## src/rtl/pixel_loader.sv

```systemverilog
`default_nettype none
// +---------------------------------------------------------------------------+
// | pixel_loader                                                              |
// | Byte-serial loader for eight 3x3 binary kernels and a 28x28 binary image. |
// | Optional: define LOADER_CHKSUM_EN for a trailing XOR check byte.          |
// | Revision: 1.0                                                             |
// +---------------------------------------------------------------------------+
module pixel_loader #(
  parameter logic [2:0] LOAD_STATE = 3'b001
) (
  input  logic                      clk,
  input  logic                      rst_n,
  input  logic [2:0]                state,
  input  logic [7:0]                data_in,
  input  logic                      data_valid,
  output logic                      data_ready,
  output logic [7:0][2:0][2:0]      weights,
  output logic [27:0][27:0]         pixels,
  output logic                      load_done,
  output logic                      chk_err
);

  typedef enum logic [2:0] {
    IDLE   = 3'd0,
    LOAD_W = 3'd1,
    LOAD_P = 3'd2,
    CHECK  = 3'd3,
    DONE   = 3'd4
  } fsm_t;

  localparam logic [6:0] c_W_LAST = 7'd8;
  localparam logic [6:0] c_P_LAST = 7'd97;

  fsm_t         r_fsm;
  logic [6:0]   r_cnt;
  logic [71:0]  r_weights;
  logic [783:0] r_pixels;
  logic         r_load_done;
  logic         w_load_ok;
  logic         w_active;

  assign w_load_ok  = (state == LOAD_STATE);
  assign w_active   = (r_fsm == LOAD_W) || (r_fsm == LOAD_P) || (r_fsm == CHECK);
  assign data_ready = w_active && w_load_ok;

  // Packed output arrays flatten to index num*9+r*3+c and row*28+col.
  assign weights    = r_weights;
  assign pixels     = r_pixels;
  assign load_done  = r_load_done;

`ifdef LOADER_CHKSUM_EN
  logic [7:0] r_xor;
  logic       r_chk_err;
  assign chk_err = r_chk_err;
`else
  assign chk_err = 1'b0;
`endif

  always_ff @(posedge clk or negedge rst_n) begin
    if (!rst_n) begin
      r_fsm       <= IDLE;
      r_cnt       <= '0;
      r_weights   <= '0;
      r_pixels    <= '0;
      r_load_done <= 1'b0;
`ifdef LOADER_CHKSUM_EN
      r_xor       <= '0;
      r_chk_err   <= 1'b0;
`endif
    end else begin
      case (r_fsm)
        IDLE: begin
          if (w_load_ok) begin
            r_fsm <= LOAD_W;
            r_cnt <= '0;
`ifdef LOADER_CHKSUM_EN
            r_xor     <= '0;
            r_chk_err <= 1'b0;
`endif
          end
        end

        LOAD_W: begin
          if (!w_load_ok) begin
            r_fsm <= IDLE;
            r_cnt <= '0;
          end else if (data_valid) begin
            r_weights[{r_cnt[3:0], 3'b000} +: 8] <= data_in;
`ifdef LOADER_CHKSUM_EN
            r_xor <= r_xor ^ data_in;
`endif
            if (r_cnt == c_W_LAST) begin
              r_fsm <= LOAD_P;
              r_cnt <= '0;
            end else begin
              r_cnt <= r_cnt + 7'd1;
            end
          end
        end

        LOAD_P: begin
          if (!w_load_ok) begin
            r_fsm <= IDLE;
            r_cnt <= '0;
          end else if (data_valid) begin
            r_pixels[{r_cnt, 3'b000} +: 8] <= data_in;
`ifdef LOADER_CHKSUM_EN
            r_xor <= r_xor ^ data_in;
`endif
            if (r_cnt == c_P_LAST) begin
              r_cnt <= '0;
`ifdef LOADER_CHKSUM_EN
              r_fsm <= CHECK;
`else
              r_fsm       <= DONE;
              r_load_done <= 1'b1;
`endif
            end else begin
              r_cnt <= r_cnt + 7'd1;
            end
          end
        end

`ifdef LOADER_CHKSUM_EN
        CHECK: begin
          if (!w_load_ok) begin
            r_fsm <= IDLE;
            r_cnt <= '0;
          end else if (data_valid) begin
            r_chk_err   <= (data_in != r_xor);
            r_fsm       <= DONE;
            r_load_done <= 1'b1;
          end
        end
`endif

        DONE: begin
          if (state == 3'b000) begin
            r_fsm       <= IDLE;
            r_load_done <= 1'b0;
          end
        end

        default: begin
          r_fsm       <= IDLE;
          r_cnt       <= '0;
          r_load_done <= 1'b0;
        end
      endcase
    end
  end

endmodule
`default_nettype wire

```

## config.mk

```make
export PLATFORM = sky130hd
export DESIGN_NAME = pixel_loader
export DESIGN_NICKNAME = d
export VERILOG_FILES = /design/src/rtl/pixel_loader.sv
export SDC_FILE = /design/constraint.sdc
export NUM_CORES = 1
export LEC_CHECK = 0
export CORE_AREA = 2 2 336 338
export CTS_BUF_LIST = sky130_fd_sc_hd__clkbuf_8
export CTS_CLUSTER_SIZE = 40
export DETAILED_ROUTE_END_ITERATION = 12
export DIE_AREA = 0 0 338 340
export SYNTH_ARGS = -nofsm -noshare
export SYNTH_HDL_FRONTEND = slang
export SYNTH_SLANG_ARGS = --single-unit
```

## constraint.sdc

```tcl
create_clock -name clk -period 3.63 [get_ports clk]
set_clock_uncertainty 0.2 [all_clocks]
set_input_delay 1.089 -clock clk [delete_from_list [all_inputs] [get_ports clk]]
set_output_delay 1.089 -clock clk [all_outputs]
set_load 0.03 [all_outputs]
```

==> impl_metrics.ini <==
[status]
status = finished, final reports clean

[synthesis]
synthArstFlopShare_pct = 100
postSynthAreaPerCell_sq_um = 14.2
synth_nets = 2525
syn_inst = 2506
synth_edf_count = 0
synth_cell_type_count = 77
ys_ff_latch = 867
ys.flop_type = dfrtp_1
ys_seq_area_share_pct = 60.9
yosysWarningCount = 0
syn_area_sq_um = 35600

[setup_path]
crit_type = input port to output pin
timing.rr.start = r_cnt[1]
cp.arrival_ps = 2280
critPathCaptureType = output pin
crit_path_start_kind = input port
worstPathMaxFanout = 2
crit_required_ps = 2340
critPathLaunch = state[2]

[detailed_routing]
drtIter0Drc = 1394
vias_per_cell = 4.87
num_vias = 25700
ant_nets = 0
wl_per_cell_microns = 27.1
drc = 0
totalWireLength_mm = 143
drt_pass1_iterations = 4

[timing]
max_slew_margin_pct = 37.5
hold_ws_ps = 81.4
hold_viol = 0
fmax_mhz = 280
drv_slew = 0
fin_crit_sh_pct = 98.4
tightest_slew_ps = 935
worst_slack_ps = 58.7
setup_viol = 0
rsz0062_at_grt = false
finalSetupTns_ps = 0
min_period_ps = 3570

[die]
initial_core_util_pct = 31.9
die_h_microns = 340
die_x_microns = 338
core_sq_um = 112000
rows = 123
io_pins = 873
die_area_sq_um = 115000

[clock_network]
clkTransAtPathRegs_ps = 60
htreeDepth = 4
cts_tree = done
holdBufCountCts = 0
clock_sinks = 867
cts_buffers = 153
cts_buffer_depth = 3
clkLatencyLatePin_ps = 840
cts-root-buf = clkbuf_8

[cells_and_area]
seqCellArea_sq_um = 21700
final_net_count = 3680
stdcell_area_sq_um = 51900
multi_input_area_sq_um = 13300
area_delta_synth_final_pct = 45.7
drive_gt1_share_pct = 36.7
fillers = 10200

[power]
power.switching_w = 0.00464
p_leak_nw = 24.7
power.share.sequential_pct = 50.0
peakVddDrop_v = 0.000268
swShare_pct = 23.9
p_per_area_nw_per_um2 = 374
clockPowerShare_pct = 46.9
p_int_w = 0.0147
comb_power_share_pct = 3.1

[place]
port-buffer-count = 871
gp_congestion = 0.855
dpl.hpwl_mm = 106
place_area_sq_um = 48800
place_ws_ps = -430

[global_routing]
first_global_vias = 26600
grt_first_pass_wirelength_mm = 201
grt_max_degree = 79
grt_usage_pct = 24.5
antenna_found_initial = 9
grt_overflow = 0

[min_path]
hp-class = input port to async pin

[job]
maxCapViolations = 0
[power groups by stage]
stage	clock [W]	combinational [W]	sequential [W]
2_1_floorplan	0	0.000120	0.00989
3_3_place_gp	0	0.000625	0.00986
3_5_place_dp	0	0.000624	0.00986
4_1_cts	0.00938	0.000626	0.00969
5_1_grt	0.00981	0.000663	0.00968
6_report	0.00908	0.000604	0.00969
[final cells by class]
type	instances	area share, %
flip-flops and latches	867	41.8
multi-input cells	1459	25.7
repair buffers	1155	22.8
clock buffers	183	4.86
well taps	1500	3.62
clock inverters	77	0.975
inverters	25	0.181
diodes	6	0.0290
[logic make-up after synthesis]
| group | Yosys count | share of synthesized area (%) |
|---|---|---|
| AO/OA/AOI/OAI | 72 | 1.63 |
| XOR/XNOR | 5 | 0.123 |
| adder cells (fa/ha/maj) | 5 | 0.176 |
| buffers and inverters | 180 | 2.11 |
| flip-flops | 867 | 60.9 |
| multiplexers | 847 | 26.7 |
| other | 1 | 0.0105 |
| AND/OR/NAND/NOR | 529 | 8.27 |
[synth_stat cells, types with 3 or more instances]
library cell | number | area, sq um
dfrtp_1 | 867 | 21700
mux2_2 | 813 | 9160
nor2_1 | 198 | 743
clkbuf_1 | 107 | 402
nand2_1 | 104 | 390
nand3_1 | 48 | 240
buf_2 | 41 | 205
and3_1 | 30 | 188
inv_1 | 23 | 86.3
nand4_1 | 22 | 138
mux2i_1 | 18 | 180
nor3_1 | 18 | 90.1
mux2_1 | 15 | 169
and2_1 | 14 | 87.6
nor3b_1 | 11 | 82.6
nor4_4 | 11 | 234
o21ai_0 | 11 | 55.1
o31ai_1 | 9 | 67.6
nand2b_1 | 8 | 50.1
a21oi_1 | 7 | 35.0
nor2b_1 | 7 | 43.8
nor4b_4 | 7 | 166
o22ai_1 | 6 | 37.5
or3_1 | 6 | 37.5
and4_1 | 5 | 43.8
ha_1 | 5 | 62.6
nand4_2 | 5 | 62.6
nor3_4 | 5 | 81.3
buf_4 | 4 | 30.0
nand3b_1 | 4 | 30.0
o2bb2ai_1 | 4 | 35.0
xnor2_1 | 4 | 35.0
o21a_1 | 3 | 22.5
or2_2 | 3 | 18.8
[flip-flops by register name, indices dropped and copies added (netlist names)]
name       flops
r_fsm          3
r_cnt          7
pixels       784
weights       72
load_done      1
[per-stage QoR]
| step | cells | utilization [%] | total power, W |
|---|---|---|---|
| floorplan | 2506 | - | 0.0100 |
| CTS | 5266 | 46.5 | 0.0197 |
| global route | 5269 | 46.5 | 0.0202 |
| finish | 5272 | 46.5 | 0.0194 |
| detailed placement | 5005 | 43.7 | 0.0105 |
| global placement | 5005 | 43.7 | 0.0105 |
[cell usage in the layout (no fill, tap or decap), types with 7 or more instances in the layout]
| cell type | synthesis | layout |
|---|---|---|
| a21oi_1 | 7 | 7 |
| and2_1 | 14 | 14 |
| and3_1 | 30 | 30 |
| buf_12 | 0 | 82 |
| buf_2 | 41 | 8 |
| buf_4 | 4 | 202 |
| clkbuf_8 | 0 | 183 |
| clkdlybuf4s50_1 | 0 | 858 |
| dfrtp_1 | 867 | 865 |
| inv_1 | 23 | 77 |
| mux2_1 | 15 | 15 |
| mux2_2 | 813 | 813 |
| mux2i_1 | 18 | 18 |
| nand2_1 | 104 | 103 |
| nand2b_1 | 8 | 8 |
| nand3_1 | 48 | 48 |
| nand4_1 | 22 | 22 |
| nor2_1 | 198 | 197 |
| nor3_1 | 18 | 17 |
| nor3b_1 | 11 | 11 |
| nor4_4 | 11 | 12 |
| nor4b_4 | 7 | 7 |
| o21ai_0 | 11 | 10 |
| o31ai_1 | 9 | 9 |
[layer usage]
layer  share of wire (%)  track usage [%]  vias to the layer above
met4                 3.3             8.70                        2
met2                  49             40.8                      882
met3                 7.4             7.45                      221
met1                  41             30.1                    13400
met5              0.0049                0                        -
li1                    -                -                    11200
[final timing paths]
check                              end  slack (ps)  cells past startpoint
hold / removal             pixels[704]          80                      1
setup / recovery            data_ready          60                      5
max in group asynchronous   pixels[72]        2170                      3
setup reg to reg            pixels[71]         230                      9
min in group clk           weights[26]         280                      2
hold reg to reg            weights[26]         280                      2
[critical path: stages]
cell and delay (ps):
dlygate4sd2_1 240, or4b_4 540, buf_6 140, nor2_4 130, buf_12 140
[timing repair]
action                                  in CTS  in global routing
resized for setup                            8                  0
setup buffers                                2                  0
endpoints found under the setup margin       1                  0
Power figures use the tool's default switching activity.
